## src/rtl/count_mem_arbiter.sv

```systemverilog
// count_mem_arbiter: owns the strobes into the 12-bit count LIFO and shares it
// between the count-capture writer and the display/report reader.
// Tracks occupancy so the store is never pushed when full or popped when empty.
// Optional feature: define COUNT_MEM_ARB_RR_EN for round-robin arbitration on
// simultaneous requests; otherwise the writer has fixed priority.
//
// state | meaning
// IDLE  | waiting for an eligible request, arbitrating
// WR    | mem_write and wr_ack asserted for one cycle
// RD    | mem_read asserted for one cycle
// CAP   | memory output valid; captured into rd_data at exit
module count_mem_arbiter #(
  parameter int WIDTH = 12,
  parameter int DEPTH = 8,
  parameter int LW    = $clog2(DEPTH + 1)
) (
  input  logic             clk,
  input  logic             rst,
  input  logic             wr_req,
  input  logic [WIDTH-1:0] wr_data,
  output logic             wr_ack,
  input  logic             rd_req,
  output logic [WIDTH-1:0] rd_data,
  output logic             rd_valid,
  output logic             mem_write,
  output logic             mem_read,
  output logic [WIDTH-1:0] mem_count,
  input  logic [WIDTH-1:0] mem_out,
  output logic [LW-1:0]    level,
  output logic             full,
  output logic             empty
);

  typedef enum logic [1:0] {IDLE, WR, RD, CAP} state_t;

  localparam logic [LW-1:0] DEPTH_L = LW'(DEPTH);
  localparam logic [LW-1:0] ONE_L   = LW'(1);

  state_t           state, state_nx;
  logic             mem_write_nx, mem_read_nx, wr_ack_nx, rd_valid_nx;
  logic [WIDTH-1:0] mem_count_nx, rd_data_nx;
  logic [LW-1:0]    level_nx;
  logic             full_nx, empty_nx;
  logic             wr_elig, rd_elig, grant_wr, grant_rd;

  // A read is not eligible in the rd_valid cycle so a held rd_req pops once.
  assign wr_elig = wr_req && !full;
  assign rd_elig = rd_req && !empty && !rd_valid;

`ifdef COUNT_MEM_ARB_RR_EN
  logic rr_wr, rr_wr_nx;

  // Round-robin pointer: after any grant, favour the other requester.
  always_comb begin
    rr_wr_nx = rr_wr;
    if (grant_wr) rr_wr_nx = 1'b0;
    if (grant_rd) rr_wr_nx = 1'b1;
  end

  // Pointer register; reset favours the writer.
  always_ff @(posedge clk or posedge rst) begin
    if (rst) rr_wr <= 1'b1;
    else     rr_wr <= rr_wr_nx;
  end

  // Grant selection: pointer breaks ties between eligible requesters.
  always_comb begin
    grant_wr = 1'b0;
    grant_rd = 1'b0;
    if (state == IDLE) begin
      if (wr_elig && rd_elig) begin
        grant_wr = rr_wr;
        grant_rd = !rr_wr;
      end else begin
        grant_wr = wr_elig;
        grant_rd = rd_elig;
      end
    end
  end
`else
  // Grant selection: writer always wins a tie.
  always_comb begin
    grant_wr = 1'b0;
    grant_rd = 1'b0;
    if (state == IDLE) begin
      grant_wr = wr_elig;
      grant_rd = rd_elig && !wr_elig;
    end
  end
`endif

  // Next-state and next-output logic; every output is registered below.
  always_comb begin
    state_nx     = state;
    mem_write_nx = 1'b0;
    mem_read_nx  = 1'b0;
    wr_ack_nx    = 1'b0;
    rd_valid_nx  = 1'b0;
    mem_count_nx = mem_count;
    rd_data_nx   = rd_data;
    level_nx     = level;
    case (state)
      IDLE: begin
        if (grant_wr) begin
          state_nx     = WR;
          mem_write_nx = 1'b1;
          wr_ack_nx    = 1'b1;
          mem_count_nx = wr_data;
          level_nx     = level + ONE_L;
        end else if (grant_rd) begin
          state_nx    = RD;
          mem_read_nx = 1'b1;
          level_nx    = level - ONE_L;
        end
      end
      WR:  state_nx = IDLE;
      RD:  state_nx = CAP;
      CAP: begin
        state_nx    = IDLE;
        rd_data_nx  = mem_out;
        rd_valid_nx = 1'b1;
      end
      default: state_nx = IDLE;
    endcase
    full_nx  = (level_nx == DEPTH_L);
    empty_nx = (level_nx == '0);
  end

  // State and output registers; reset drops any in-flight transaction.
  always_ff @(posedge clk or posedge rst) begin
    if (rst) begin
      state     <= IDLE;
      mem_write <= 1'b0;
      mem_read  <= 1'b0;
      wr_ack    <= 1'b0;
      rd_valid  <= 1'b0;
      mem_count <= '0;
      rd_data   <= '0;
      level     <= '0;
      full      <= 1'b0;
      empty     <= 1'b1;
    end else begin
      state     <= state_nx;
      mem_write <= mem_write_nx;
      mem_read  <= mem_read_nx;
      wr_ack    <= wr_ack_nx;
      rd_valid  <= rd_valid_nx;
      mem_count <= mem_count_nx;
      rd_data   <= rd_data_nx;
      level     <= level_nx;
      full      <= full_nx;
      empty     <= empty_nx;
    end
  end

endmodule

```

## config.mk

```make
export PLATFORM = sky130hd
export DESIGN_NAME = count_mem_arbiter
export DESIGN_NICKNAME = d
export VERILOG_FILES = /design/src/rtl/count_mem_arbiter.sv
export SDC_FILE = /design/constraint.sdc
export NUM_CORES = 1
export LEC_CHECK = 0
export BUFFER_PORTS_ARGS = -buffer_cell sky130_fd_sc_hd__buf_4
export CORE_MARGIN = 4
export CORE_UTILIZATION = 24
export CTS_BUF_LIST = sky130_fd_sc_hd__clkbuf_4 sky130_fd_sc_hd__clkbuf_8 sky130_fd_sc_hd__clkbuf_16
export DETAILED_ROUTE_END_ITERATION = 16
export PLACE_DENSITY = 0.42
export SKIP_LAST_GASP = 1
export SYNTH_ARGS = -nofsm -noshare
export SYNTH_HDL_FRONTEND = slang
export SYNTH_SLANG_ARGS = --single-unit
```

## constraint.sdc

```tcl
create_clock -name clk -period 1.8 [get_ports clk]
set_input_delay 0.36 -clock clk [delete_from_list [all_inputs] [get_ports clk]]
set_output_delay 0.36 -clock clk [all_outputs]
set_load 0.01 [all_outputs]
```

==> impl_metrics.json <==
{
  "clock_skew_ps": 4.391,
  "routed_via_density": 4.266,
  "number_of_endpoints_with_negative_hold_slack_in_the_final_report": 0,
  "post_synth.cell_area_avg_um2": 14.16,
  "yosysSeqAreaShare_pct": 56.31,
  "grt_pass1_wl_mm": 5.754,
  "ratio_of_cells_with_drive_above_1_in_the_final_layout_pct": 59.22,
  "clock_tree.htree_level_count": 2,
  "post-place-ws_ps": 223.4,
  "critical_path.max_fanout": 10,
  "ant_nets": 0,
  "vdd.ir_drop.worst_uv": 670.7,
  "yosysUniqueCellTypes": 33,
  "dr.first_iter.drc_count": 40,
  "core_area_mm2": 0.006314,
  "net_count_after_synthesis": 140,
  "setup_viol": 0,
  "drt_pre_antenna_iters": 4,
  "kind_of_end_point_of_the_critical_path": "flop",
  "fin_tns_setup_ps": 0,
  "final_net_count": 208,
  "cts_repair_resize_count": 0,
  "grt-ovfl-total": 0,
  "finalPower_mw": 4.034,
  "required_ps": 1970,
  "worst_hold_path_type": "in2async",
  "finalCritPeriodShare_pct": 87.80,
  "cts-root-buf": "clkbuf_8",
  "syn2layout_area_growth_pct": 42.73,
  "leakagePower_nw": 1.078,
  "global_route.usage.total_pct": 9.789,
  "fp.dieH_um": 88.57,
  "period_needed_ps": 1580,
  "cts_max_path_buffers": 2,
  "synthesis.instances": 110,
  "grt_pass1_vias": 1221,
  "die_w_um": 88.57,
  "placement.io_buffers": 61,
  "initial_core_util_pct": 24.67,
  "power_density_mw_per_mm2": 1814,
  "synth_seq_cells": 35,
  "slew_violations": 0,
  "worstSetupPathType": "reg2reg",
  "worst_slew_margin_rel_pct": 70.43,
  "timing_worst_slew_pin_value_ps": 443.6,
  "dp.final_hpwl_mm": 2.619,
  "gp_congestion": 0.7154,
  "maxClockFrequency_mhz": 632.7,
  "cts-buffers-inserted": 5,
  "die_area_mm2": 0.007844,
  "clock_insertion_delay_worst_skew_ps": 280,
  "worst_ep_arrival_time_ps": 1750,
  "routedWlPerCell_um": 13.88,
  "status": "finished clean",
  "cts.reportedPaths.clkPinSlew_ps": 70,
  "yosys_warnings": 0,
  "cap_violations": 0,
  "drc": 0,
  "pin_count": 62,
  "pin_count_of_the_biggest_net_entering_global_routing": 36,
  "n_antenna_cell": 0,
  "antenna_found_initial": 0,
  "layout_setup_ws_ps": 219.6,
  "drt_wl_total_mm": 3.554,
  "netlist.top_cell.by_area": "dfrtp_1",
  "cts_post_setup_buffers_inserted": 0,
  "vias_after_detailed_routing": 1092,
  "post_synth_main_area_contributors": "dfrtp_1, mux2_2, mux2_4",
  "rows": 29,
  "unrepaired_setup_endpoints_after_global_routing": "no",
  "post_synth_instance_area_mm2": 0.001558,
  "cts_sinks": 35,
  "postCtsHoldBufs": 0,
  "synth_largest_type_area_fraction_pct": 54.62,
  "timing.critical_path.from_type": "flop",
  "tritoncts": "built"
}
power breakdown:
group          internal [mW]  total [mW]  switching [mW]
clock network          0.448       0.736           0.288
logic                   1.07        1.85           0.773
registers               1.16        1.45           0.285
total                   2.69        4.03            1.35
cell families (layout without fill, tap and decap cells):
logic type / count (synthesis) / in the layout / synth area share (%)
xor+xnor: 2 / 2 / 1.607
compound gates: 14 / 14 / 7.229
buf+inv: 11 / 80 / 4.498
simple gates: 22 / 22 / 9.238
flops: 35 / 35 / 56.31
mux: 24 / 24 / 19.52
fa+ha+maj: 2 / 2 / 1.606
area by class of cell:
| cell class | instances | area, um^2 |
|---|---|---|
| fill | 644 | 4090 |
| inverter | 5 | 18.77 |
| multi-input combinational | 64 | 610.6 |
| sequential | 35 | 877.1 |
| timing repair buffer | 67 | 503.0 |
| clock buffer | 6 | 82.58 |
| clock inverter | 2 | 35.03 |
| tap | 77 | 96.34 |
final timing paths:
path,startpoint,endpoint,slack (ps),cells after the start
worst max register to register,state[0]$_DFFE_PP0P_,mem_count[4]$_DFFE_PP0P_,220,3
worst min-delay path,rst,rd_data[6]$_DFFE_PP0P_,180,3
worst min register to register,rd_data[2]$_DFFE_PP0P_,rd_data[2]$_DFFE_PP0P_,510,1
worst max-delay path,state[0]$_DFFE_PP0P_,mem_count[4]$_DFFE_PP0P_,220,3
max in group asynchronous,rst,empty$_DFF_PP1_,1280,3
min in group clk,wr_data[5],mem_count[5]$_DFFE_PP0P_,300,2
registers in the layout, summed over array words and instances (netlist names):
register / flops
empty: 1
level: 4
state: 2
rd_valid: 1
full: 1
rd_data: 12
mem_write: 1
mem_read: 1
mem_count: 12
metrics by stage:
stage	util [%]	instance area [um^2]	cells	hold slack, ps
floorplan	-	1558	110	508.0
global placement	33.35	2106	248	489.9
detailed placement	33.35	2106	248	494.7
CTS	35.22	2223	256	185.2
global route	35.22	2223	256	228.5
finish	35.22	2223	256	177.3
Yosys cell counts:
| library cell | instances |
|---|---|
| a211oi_2 | 2 |
| a21oi_1 | 1 |
| a32oi_2 | 1 |
| and3_1 | 3 |
| buf_2 | 1 |
| buf_4 | 1 |
| buf_6 | 3 |
| clkbuf_2 | 1 |
| dfrtp_1 | 34 |
| dfstp_2 | 1 |
| ha_1 | 2 |
| inv_1 | 5 |
| mux2_2 | 15 |
| mux2_4 | 9 |
| nand2_1 | 1 |
| nand2b_1 | 1 |
| nand3_1 | 2 |
| nand4_1 | 1 |
| nor2_1 | 7 |
| nor2b_1 | 1 |
| nor3_1 | 2 |
| nor3b_1 | 1 |
| nor3b_4 | 1 |
| nor4b_4 | 1 |
| o211a_1 | 1 |
| o211ai_1 | 1 |
| o21a_1 | 1 |
| o21ai_0 | 5 |
| o21bai_1 | 1 |
| o31a_1 | 1 |
| or3_1 | 1 |
| xnor2_1 | 1 |
| xnor2_2 | 1 |
routing by layer:
metal / vias to the layer above / track usage (%) / share of wire [%]
met5: - / 0 / 0
met4: 0 / 3.709 / 1.6
met3: 6 / 4.097 / 7.7
met2: 43 / 15.23 / 48
met1: 526 / 12.12 / 43
li1: 517 / - / -
critical path, cell delays in order, from the launching register on:
cell     delay [ps]
dfrtp_1         490
nor4b_4         370
buf_4           280
mux2_4          320
cells in the final DEF, fill, tap and decap left out, types with 2 or more instances in the layout:
cell	netlist	layout
and3_1	3	3
nand3_1	2	2
nor3_1	2	2
nor2_1	7	7
buf_4	1	67
mux2_2	15	15
dfrtp_1	34	34
mux2_4	9	9
inv_1	5	5
ha_1	2	2
a211oi_2	2	2
o21ai_0	5	5
clkbuf_8	0	6
No activity file was read; power rests on OpenSTA's default activity.
